## src/rtl/fetch_stage.sv

```systemverilog
// Instruction fetch stage: PC register, fetch-request FSM and the IF/ID
// pipeline register. An instruction accepted in cycle N is visible on
// ins_out/valid_out in cycle N+1. Redirects take priority over stall and
// memory return; a misaligned redirect parks the stage in FAULT until reset.
module fetch_stage #(
  parameter logic [63:0] RESET_PC = 64'h0000000000000000
) (
  input  logic        clk,
  input  logic        reset,
  input  logic        stall,
  input  logic        redirect,
  input  logic [63:0] redirect_pc,
  output logic        imem_req,
  output logic [63:0] imem_addr,
  input  logic        imem_ready,
  input  logic [31:0] imem_rdata,
  output logic [31:0] ins_out,
  output logic [63:0] pc_out,
  output logic        valid_out,
  output logic        fault,
  output logic [31:0] fetch_cnt
);

  typedef enum logic [1:0] {S_IDLE, S_FETCH, S_HOLD, S_FAULT} state_t;

  state_t      state, state_nxt;
  logic [63:0] pc;
  logic        redir_bad;
  logic        hold;
  logic        accept;

  assign redir_bad = redirect & (|redirect_pc[1:0]);
  // IF/ID is occupied and decode is not taking it this cycle
  assign hold      = valid_out & stall;
  // a returned word is only taken while requesting and nothing overrides it
  assign accept    = (state == S_FETCH) & imem_ready & ~redirect & ~hold;
  assign imem_addr = pc;

  // State register
  always_ff @(posedge clk) begin
    if (!reset) state <= S_IDLE;
    else        state <= state_nxt;
  end

  // Next-state logic; FAULT is absorbing, redirects win over everything else
  always_comb begin
    state_nxt = state;
    if (state != S_FAULT) begin
      if (redir_bad)     state_nxt = S_FAULT;
      else if (redirect) state_nxt = S_FETCH;
      else begin
        case (state)
          S_IDLE:  state_nxt = S_FETCH;
          S_FETCH: state_nxt = hold ? S_HOLD : S_FETCH;
          S_HOLD:  state_nxt = hold ? S_HOLD : S_FETCH;
          default: state_nxt = state;
        endcase
      end
    end
  end

  // Output logic: only FETCH issues requests
  always_comb begin
    imem_req = (state == S_FETCH);
  end

  // PC, IF/ID register, fault flag and fetch counter
  always_ff @(posedge clk) begin
    if (!reset) begin
      pc        <= RESET_PC;
      ins_out   <= '0;
      pc_out    <= '0;
      valid_out <= 1'b0;
      fault     <= 1'b0;
      fetch_cnt <= '0;
    end else if (state != S_FAULT) begin
      if (redirect) begin
        // same-cycle imem_rdata is dropped; the bad target is never loaded
        valid_out <= 1'b0;
        if (redir_bad) fault <= 1'b1;
        else           pc    <= redirect_pc;
      end else if (accept) begin
        ins_out   <= imem_rdata;
        pc_out    <= pc;
        valid_out <= 1'b1;
        pc        <= pc + 64'd4;
        fetch_cnt <= fetch_cnt + 32'd1;
      end else if (valid_out && !stall) begin
        // decode consumed the instruction and nothing replaced it: bubble
        valid_out <= 1'b0;
      end
    end
  end

endmodule

```

## config.mk

```make
export PLATFORM = sky130hd
export DESIGN_NAME = fetch_stage
export DESIGN_NICKNAME = d
export VERILOG_FILES = /design/src/rtl/fetch_stage.sv
export SDC_FILE = /design/constraint.sdc
export NUM_CORES = 1
export LEC_CHECK = 0
export CORE_MARGIN = 5
export CORE_UTILIZATION = 35
export DETAILED_ROUTE_END_ITERATION = 12
export GPL_TIMING_DRIVEN = 0
export PLACE_DENSITY = 0.73
export SYNTH_ARGS = -nofsm -noshare
export SYNTH_HDL_FRONTEND = slang
export SYNTH_SLANG_ARGS = --single-unit
```

## constraint.sdc

```tcl
create_clock -name clk -period 2.8 [get_ports clk]
set_input_delay 0.56 -clock clk [delete_from_list [all_inputs] [get_ports clk]]
set_output_delay 0.56 -clock clk [all_outputs]
set_load 0.02 [all_outputs]
```

==> flow_metrics.env, run 1 <==
export IMPL_outcome="finished clean"
export IMPL_rsz0062_at_grt="false"
export IMPL_design_die_area_um2=29500
export IMPL_yosysWarnings=0
export IMPL_clk_pin_slew_ps=80
export IMPL_synthArstFlopShare_pct=0
export IMPL_grt_max_degree=19
export IMPL_critPathMaxFanout=10
export IMPL_initial_core_util_pct=35.4
export IMPL_p_leak_nw=4.37
export IMPL_final_max_slew_violation_count=0
export IMPL_clkLatencyLatePin_ps=440
export IMPL_endpoint_kind="flip-flop"
export IMPL_synthCells=1202
export IMPL_setup_tns_final_ps=0
export IMPL_final_common_cell="clkdlybuf4s50_1"
export IMPL_final_util_pct=50.9
export IMPL_fin_crit_sh_pct=96.2
export IMPL_dpl_cell_area_um2=12500
export IMPL_finalHoldViolCount=0
export IMPL_vias=10400
export IMPL_syn_avg_cell_area_um2=7.62
export IMPL_cap_violations=0
export IMPL_grt_overflow=0
export IMPL_dp_hpwl_um=27700
export IMPL_ir_drop_mv=0.367
export IMPL_rows=59
export IMPL_vias_per_cell=5.55
export IMPL_cts_buffer_depth=2
export IMPL_synthFlopType="dfxtp_1"
export IMPL_wl_um=37600
export IMPL_ys_seq_elements=196
export IMPL_finalSetupViolations=0
export IMPL_power_density_nw_per_um2=476
export IMPL_critPathKind="in2reg"
export IMPL_io_pins=296
export IMPL_core_um2=25900
export IMPL_synth_enable_flop_cells=0
export IMPL_grt_pass1_vias=9855
export IMPL_port_buffers=295
export IMPL_relSlewSlack_pct=41.2
export IMPL_wl_per_cell_um=20.1
export IMPL_hold_class="reg2reg"
export IMPL_yosysUniqueCellTypes=64
export IMPL_fin_area_um2=13200
export IMPL_cp_arrival_ps=3010
export IMPL_fmax_ghz=0.371
export IMPL_final_cell_mix="clkdlybuf4s50_1 (295), nand2_1 (281), dfxtp_1 (196)"
export IMPL_track_usage_pct=24.4
export IMPL_die_w_um=172
export IMPL_startpoint_type="primary input"
export IMPL_cts_tree="built"
export IMPL_skew_ps=11.0
export IMPL_final_nets=1625
export IMPL_crit_required_ps=3110
export IMPL_detail_route_first_pass_iterations=6
export IMPL_htree_num_levels=4
export IMPL_detailedRoute_firstIterationViolations=1054
export IMPL_root_buffer="clkbuf_16"
export IMPL_tightest_slew_ps=874
export IMPL_drc=0
export IMPL_syn_area_um2=9160
export IMPL_area_growth_pct=43.9
export IMPL_regToRegSetupSlack_ps=120
export IMPL_cts_hold_buf=0
export IMPL_clkSinkCount=196
export IMPL_cts_buffers=17
export IMPL_seq_area_frac_synth_pct=42.8
export IMPL_drtAntennaViolNets=0
export IMPL_fin_crit_ps=2690
export IMPL_grt_pass1_wl_um=56000
export IMPL_place_congestion=0.961
export IMPL_die_h_um=172
export IMPL_syn_num_nets=1308
export IMPL_layout_drive_gt1_share_pct=5.35
export IMPL_antenna_found_initial=4
[cells in the mapped netlist, drive strengths merged, types with 4 or more instances]
master | instances | share of area, %
nand3 | 47 | 2.7
inv | 14 | 0.57
o21ai | 46 | 2.5
xnor2 | 6 | 0.57
o22ai | 11 | 0.75
nor2b | 4 | 0.27
or4 | 11 | 0.94
and2 | 4 | 0.27
a21oi | 149 | 8.1
buf | 12 | 0.59
mux2i | 12 | 1.3
a22oi | 14 | 1.1
nand2 | 281 | 12
clkbuf | 77 | 3.2
nand4 | 34 | 2.6
a31oi | 18 | 1.2
or3 | 13 | 0.89
and4 | 5 | 0.48
nor3 | 24 | 1.4
and3 | 21 | 1.4
a21o | 7 | 0.57
xor2 | 17 | 1.6
nor2 | 86 | 3.5
nor4 | 22 | 1.9
ha | 5 | 0.68
a32o | 6 | 0.66
a22o | 4 | 0.38
o31ai | 13 | 1.1
dfxtp | 196 | 43
[cells by family after synthesis]
kind of cell | after synthesis | share of synthesized area, %
compound gates | 300 | 19.6
xor+xnor | 23 | 2.20
mux | 13 | 1.43
fa+ha+maj | 5 | 0.683
simple gates | 561 | 28.9
flops | 196 | 42.8
buf+inv | 104 | 4.38
[stage by stage]
stage / setup slack, ps / std cells / hold WS [ps] / total power, mW
after floorplan: 228 / 1202 / 492 / 3.42
after global placement: -1150 / 1832 / 442 / 3.90
after detailed placement: -1150 / 1832 / 446 / 3.91
after CTS: 7.17 / 1866 / 456 / 6.29
after global routing: 2.80 / 1870 / 472 / 6.48
final: 106 / 1871 / 454 / 6.28
[metal layers]
| metal | share of wire (%) | GRT usage (%) |
|---|---|---|
| met3 | 9.4 | 6.02 |
| met5 | 0.035 | 0 |
| met4 | 3.5 | 9.47 |
| met2 | 46 | 39.4 |
| met1 | 41 | 31.4 |
[power by group]
group | internal, mW | switching, mW
logic | 0.383 | 0.534
registers | 2.86 | 0.0967
clock network | 1.19 | 1.22
total | 4.43 | 1.85
[worst max-delay path: stages]
cell and delay, ps:
clkdlybuf4s50_1 650, nor2_1 140, a31oi_1 220, clkbuf_1 550, clkbuf_1 560, nor2_1 110, o22ai_1 160, nor2_1 50
[worst paths after layout]
path	from	to	depth (start not counted)
worst max-delay path	redirect	imem_addr[13]	8
worst min-delay path	ins_out[18]	ins_out[18]	2
worst max register to register	imem_addr[5]	imem_addr[51]	6
worst min register to register	ins_out[18]	ins_out[18]	2
[registers in the layout (all words and copies together), names as in the netlist]
| signal | flops |
|---|---|
| valid_out | 1 |
| pc_out | 64 |
| ins_out | 32 |
| fault | 1 |
| fetch_cnt | 32 |
| state | 2 |
| imem_addr | 64 |
[repair_timing]
action                                  4_1_cts  5_1_grt
pin swaps                                     1        0
endpoints found under the setup margin      152      125
endpoints found under the hold margin         0        0
gates resized for setup                      16       18
buffers inserted                              3        1
[area by class of cell]
| type | instances | area, um^2 |
|---|---|---|
| timing repair buffer | 299 | 2980 |
| multi-input combinational | 902 | 4860 |
| clock inverter | 14 | 119 |
| antenna | 4 | 10.0 |
| fill | 2527 | 12700 |
| buffer | 88 | 377 |
| sequential | 196 | 3920 |
| tap | 335 | 419 |
| clock buffer | 18 | 439 |
| inverter | 15 | 56.3 |
Note: power is estimated with default switching activity, not from simulation.
==> inputs of run 2 (changes only) <==
Settings changed: TNS_END_PERCENT from default to 30.
==> flow_metrics.env, run 2 (synthesized netlist as in run 1, its figures left out) <==
export IMPL_final_nets=1628
export IMPL_critPathKind="reg2reg"
export IMPL_clkLatencyLatePin_ps=440
export IMPL_rows=59
export IMPL_internal_power_mw=4.43
export IMPL_cap_violations=0
export IMPL_p_clk_share_pct=38.2
export IMPL_clkSinkCount=196
export IMPL_final_common_cell="clkdlybuf4s50_1"
export IMPL_final_max_slew_violation_count=0
export IMPL_initial_core_util_pct=35.4
export IMPL_cp_arrival_ps=3060
export IMPL_power_density_nw_per_um2=475
export IMPL_power_switching_mw=1.84
export IMPL_area_growth_pct=44.1
export IMPL_drtAntennaViolNets=0
export IMPL_hold_class="reg2reg"
export IMPL_ir_drop_mv=0.365
export IMPL_die_h_um=172
export IMPL_skew_ps=10.1
export IMPL_detail_route_first_pass_iterations=5
export IMPL_outcome="finished clean"
export IMPL_fmax_ghz=0.370
export IMPL_grt_max_degree=19
export IMPL_p_seq_share_pct=47.1
export IMPL_cp_slowest_stage_delay_ps=490
export IMPL_place_congestion=0.961
export IMPL_regToRegSetupSlack_ps=100
export IMPL_critPathLaunch="imem_addr[3]"
export IMPL_tightest_slew_ps=868
export IMPL_r2r_end="imem_addr[50]"
export IMPL_wl_um=37600
export IMPL_cts_buffers=17
export IMPL_htree_num_levels=4
export IMPL_ff_latch_area_um2=3930
export IMPL_vias=10400
export IMPL_track_usage_pct=24.3
export IMPL_detailedRoute_firstIterationViolations=1078
export IMPL_multi_input_area_um2=4850
export IMPL_crit_required_ps=3160
export IMPL_io_pins=296
export IMPL_placedCellCount=1832
export IMPL_grt_overflow=0
export IMPL_layout_drive_gt1_share_pct=5.54
export IMPL_fin_crit_sh_pct=96.5
export IMPL_endpoint_kind="flip-flop"
export IMPL_vias_per_cell=5.57
export IMPL_stdcell_count=1875
export IMPL_wl_per_cell_um=20.1
export IMPL_finalHoldViolCount=0
export IMPL_fin_ws_ps=98.1
export IMPL_finalSetupViolations=0
export IMPL_fin_crit_ps=2700
export IMPL_rsz0062_at_grt="false"
export IMPL_final_cell_mix="clkdlybuf4s50_1 (294), nand2_1 (281), dfxtp_1 (195)"
export IMPL_die_w_um=172
export IMPL_final_util_pct=51.0
export IMPL_r2r_start="imem_addr[3]"
export IMPL_antenna_found_initial=4
export IMPL_core_um2=25900
export IMPL_cp_cell_sequence="ha_1, nand4_4, nor4_4, buf_4, nand3_2, or4_4, or3_1, a31oi_1"
export IMPL_cp_endpoint="imem_addr[50]"
export IMPL_drc=0
export IMPL_root_buffer="clkbuf_16"
export IMPL_preCtsSetupSlack_ps=-1150
export IMPL_grt_pass1_wl_um=55900
export IMPL_cts_buffer_depth=2
export IMPL_clk_pin_slew_ps=80
export IMPL_critPathSlowestCell="dfxtp_1"
export IMPL_switching_share_pct=29.3
export IMPL_port_buffers=295
export IMPL_critPathMaxFanout=8
export IMPL_design_die_area_um2=29500
export IMPL_p_leak_nw=4.39
export IMPL_cts_tree="built"
export IMPL_dp_hpwl_um=27700
export IMPL_grt_pass1_vias=9830
export IMPL_combPwrFrac_pct=14.7
export IMPL_startpoint_type="flip-flop"
export IMPL_fillers=2518
export IMPL_reg2reg_depth=8
export IMPL_relSlewSlack_pct=41.6
run 2: critical path, delay by kind of cell, from the launching register on:
kind / cells / cell delay (ps)
AND/OR/NAND/NOR: 5 / 1400
adder cells (fa/ha/maj): 1 / 350
buffers and inverters: 1 / 220
flip-flops: 1 / 490
AO/OA/AOI/OAI: 1 / 160
run 2: how the worst min path moves through the flow:
| stage | cells after the start | start | endpoint |
|---|---|---|---|
| global route | 2 | ins_out[0] | ins_out[0] |
| global placement | 2 | ins_out[15] | ins_out[15] |
| finish | 2 | ins_out[18] | ins_out[18] |
| detailed placement | 2 | ins_out[18] | ins_out[18] |
| CTS | 2 | ins_out[18] | ins_out[18] |
| floorplan | 2 | state[1] | state[1] |
run 2: repair_timing:
action / 4_1_cts / 5_1_grt
hold endpoints to repair: 0 / 0
endpoints found under the setup margin: 152 / 131
buffers inserted: 0 / 7
resized for setup: 19 / 14
hold buffers: 0 / 0
pin swaps: 1 / 2
run 2: layout make-up:
type,count,area share (%)
inverter,15,0.426
timing repair buffer,302,22.8
tap,335,3.17
buffer,88,2.82
sequential,196,29.7
clock buffer,18,3.33
antenna,5,0.0948
clock inverter,14,0.900
multi-input combinational,902,36.8
run 2: per-stage QoR:
| stage | power (mW) | hold slack [ps] | instance area (um^2) | setup TNS [ps] |
|---|---|---|---|---|
| 2_1_floorplan | 3.42 | 492 | 9160 | 0 |
| 3_3_place_gp | 3.90 | 442 | 12500 | -123040 |
| 3_5_place_dp | 3.91 | 446 | 12500 | -126520 |
| 4_1_cts | 6.29 | 456 | 13100 | 0 |
| 5_1_grt | 6.49 | 472 | 13200 | 0 |
| 6_report | 6.27 | 455 | 13200 | 0 |
run 2: metal layers:
layer | part of all wire [%] | global-route usage (%)
met1 | 41 | 31.4
met2 | 46 | 39.2
met3 | 9.3 | 6.02
met4 | 3.3 | 9.47
met5 | 0.035 | 0
run 2: power by group through the flow:
stage | clock (mW) | combinational (mW) | sequential (mW)
2_1_floorplan | 0 | 0.349 | 3.07
3_3_place_gp | 0 | 0.887 | 3.01
4_1_cts | 2.43 | 0.905 | 2.95
3_5_place_dp | 0 | 0.895 | 3.02
5_1_grt | 2.54 | 0.977 | 2.96
6_report | 2.40 | 0.921 | 2.95
==> inputs of run 3 (changes only) <==
Settings changed: ABC_AREA from default to 1, PLACE_DENSITY 0.73 to 0.72.
==> flow_metrics.env, run 3 <==
export IMPL_switching_share_pct=31.4
export IMPL_cts_buffer_depth=2
export IMPL_synth_most_common_cell="nand2_1"
export IMPL_synthCells=1660
export IMPL_io_pins=296
export IMPL_critPathMaxFanout=10
export IMPL_post_cts_buffers=0
export IMPL_cp_arrival_ps=2680
export IMPL_dpl_cell_area_um2=14000
export IMPL_synthTopCellsByArea="dfxtp_1 (37%), nand2_1 (19%), a21oi_1 (8.4%)"
export IMPL_synth_top_cells_by_count="nand2_1 (526), nor2_1 (215), dfxtp_1 (196)"
export IMPL_tightest_slew_ps=1060
export IMPL_outcome="finished clean"
export IMPL_seq_area_frac_synth_pct=37.2
export IMPL_finalHoldViolCount=0
export IMPL_grt_pass1_wl_um=70000
export IMPL_internal_power_mw=4.86
export IMPL_die_w_um=184
export IMPL_power_density_nw_per_um2=484
export IMPL_clkSinkCount=196
export IMPL_track_usage_pct=27.1
export IMPL_ys_seq_elements=196
export IMPL_stdcell_count=2377
export IMPL_grt_pass1_vias=11500
export IMPL_synth_enable_flop_cells=0
export IMPL_root_buffer="clkbuf_16"
export IMPL_dp_hpwl_um=38300
export IMPL_clk_pin_slew_ps=80
export IMPL_grt_overflow=0
export IMPL_grt_max_degree=20
export IMPL_crit_required_ps=3100
export IMPL_core_um2=29700
export IMPL_cts_tree="built"
export IMPL_p_leak_nw=5.40
export IMPL_critPathKind="in2reg"
export IMPL_fin_crit_ps=2380
export IMPL_finalSetupViolations=0
export IMPL_port_buffers=294
export IMPL_startpoint_type="primary input"
export IMPL_cts_buffers=17
export IMPL_p_clk_share_pct=38.2
export IMPL_syn_num_nets=1766
export IMPL_fin_crit_sh_pct=85.0
export IMPL_syn_avg_cell_area_um2=6.35
export IMPL_design_die_area_um2=33700
export IMPL_power_switching_mw=2.22
export IMPL_synthFlopType="dfxtp_1"
export IMPL_final_nets=2079
export IMPL_cap_violations=0
export IMPL_syn_area_um2=10500
export IMPL_setup_tns_final_ps=0
export IMPL_yosysUniqueCellTypes=43
export IMPL_skew_ps=19.8
export IMPL_die_h_um=184
export IMPL_hold_class="reg2reg"
export IMPL_drtAntennaViolNets=0
export IMPL_fin_area_um2=14600
export IMPL_detail_route_first_pass_iterations=5
export IMPL_combPwrFrac_pct=18.1
export IMPL_rows=63
export IMPL_drc=0
export IMPL_wl_um=47400
export IMPL_vias_per_cell=5.16
export IMPL_cts_hold_buf=0
export IMPL_antenna_found_initial=1
export IMPL_wl_per_cell_um=20.0
export IMPL_layout_drive_gt1_share_pct=6.90
export IMPL_synth_top_cell_area_share_pct=37.2
export IMPL_placedCellCount=2344
export IMPL_fmax_ghz=0.420
export IMPL_place_congestion=1.03
export IMPL_area_growth_pct=38.7
export IMPL_final_cell_mix="nand2_1 (526), clkdlybuf4s50_1 (294), nor2_1 (215)"
export IMPL_clkLatencyLatePin_ps=460
export IMPL_ir_drop_mv=0.384
export IMPL_initial_core_util_pct=35.5
export IMPL_relSlewSlack_pct=29.6
export IMPL_vias=12300
export IMPL_yosysTopAreaCell="dfxtp_1"
export IMPL_rsz0062_at_grt="false"
export IMPL_final_common_cell="nand2_1"
export IMPL_endpoint_kind="flip-flop"
export IMPL_synthArstFlopShare_pct=0
export IMPL_final_max_slew_violation_count=0
export IMPL_detailedRoute_firstIterationViolations=1051
export IMPL_yosysWarnings=0
export IMPL_cts_resized=0
export IMPL_htree_num_levels=4
export IMPL_p_seq_share_pct=43.7
==> run 3: changes by cell type after synthesis, sizes merged, moves of 14 or more <==
| cell | before | now |
|---|---|---|
| a21oi | 149 | 182 |
| a31oi | 18 | 4 |
| and3 | 21 | 0 |
| buf | 12 | 35 |
| clkbuf | 77 | 36 |
| inv | 14 | 146 |
| nand2 | 281 | 543 |
| nand3 | 47 | 82 |
| nand4 | 34 | 15 |
| nor2 | 86 | 248 |
| nor4 | 22 | 3 |
| o21ai | 46 | 97 |
==> run 3: power groups by stage <==
stage,Combinational [mW],Sequential (mW),Clock (mW)
detailed placement,1.27,3.15,0
floorplan,0.478,3.24,0
global placement,1.26,3.15,0
finish,1.28,3.09,2.71
global route,1.37,3.10,2.84
CTS,1.28,3.08,2.73
==> run 3: per-stage QoR <==
stage / utilization, % / power (mW) / hold WS (ps) / worst slack [ps]
2_1_floorplan: - / 3.72 / 474 / 987
3_3_place_gp: 47.0 / 4.40 / 446 / 22.3
3_5_place_dp: 47.0 / 4.42 / 449 / 31.3
4_1_cts: 49.2 / 7.09 / 461 / 451
5_1_grt: 49.2 / 7.31 / 481 / 243
6_report: 49.2 / 7.08 / 461 / 420
==> run 3: cell type report <==
cell class	instances	area (um^2)
Multi-Input combinational cell	1245	5760
Inverter	148	556
Clock inverter	13	191
Tap cell	390	488
Antenna cell	1	2.50
Fill cell	3059	15100
Clock buffer	19	453
Timing Repair Buffer	294	2940
Sequential cell	196	3920
Buffer	71	305
==> run 3: routing by layer <==
| metal | part of all wire (%) | track usage [%] | wire (um) | vias to the layer above |
|---|---|---|---|---|
| met5 | 0 | 0 | 0 | - |
| met4 | 2.9 | 8.67 | 1370 | 0 |
| met3 | 7.1 | 4.02 | 3370 | 70 |
| met2 | 47 | 44.6 | 22100 | 520 |
| met1 | 43 | 36.6 | 20600 | 5753 |
| li1 | - | - | - | 5933 |
==> run 3: cells by family after synthesis <==
group | count (synthesis) | synth area share, %
buffers and inverters | 219 | 8.17
AO/OA/AOI/OAI | 306 | 15.5
flip-flops | 196 | 37.2
AND/OR/NAND/NOR | 921 | 37.4
adder cells (fa/ha/maj) | 5 | 0.594
XOR/XNOR | 13 | 1.08
==> run 3: path summary, 6_finish.rpt <==
path           startpoint            end  slack (ps)  cells past startpoint
min                 fault          fault         460                      2
max                 stall  imem_addr[13]         420                      9
max reg2reg  imem_addr[3]  imem_addr[52]         430                     10
min reg2reg         fault          fault         460                      2
==> run 3: worst max-delay path, stage by stage <==
cell and delay [ps]:
clkdlybuf4s50_1 460, nand2_1 60, inv_1 140, nor2_2 80, o21ai_2 380, clkbuf_1 680
nor2_1 110, o21ai_0 110, a21oi_1 80
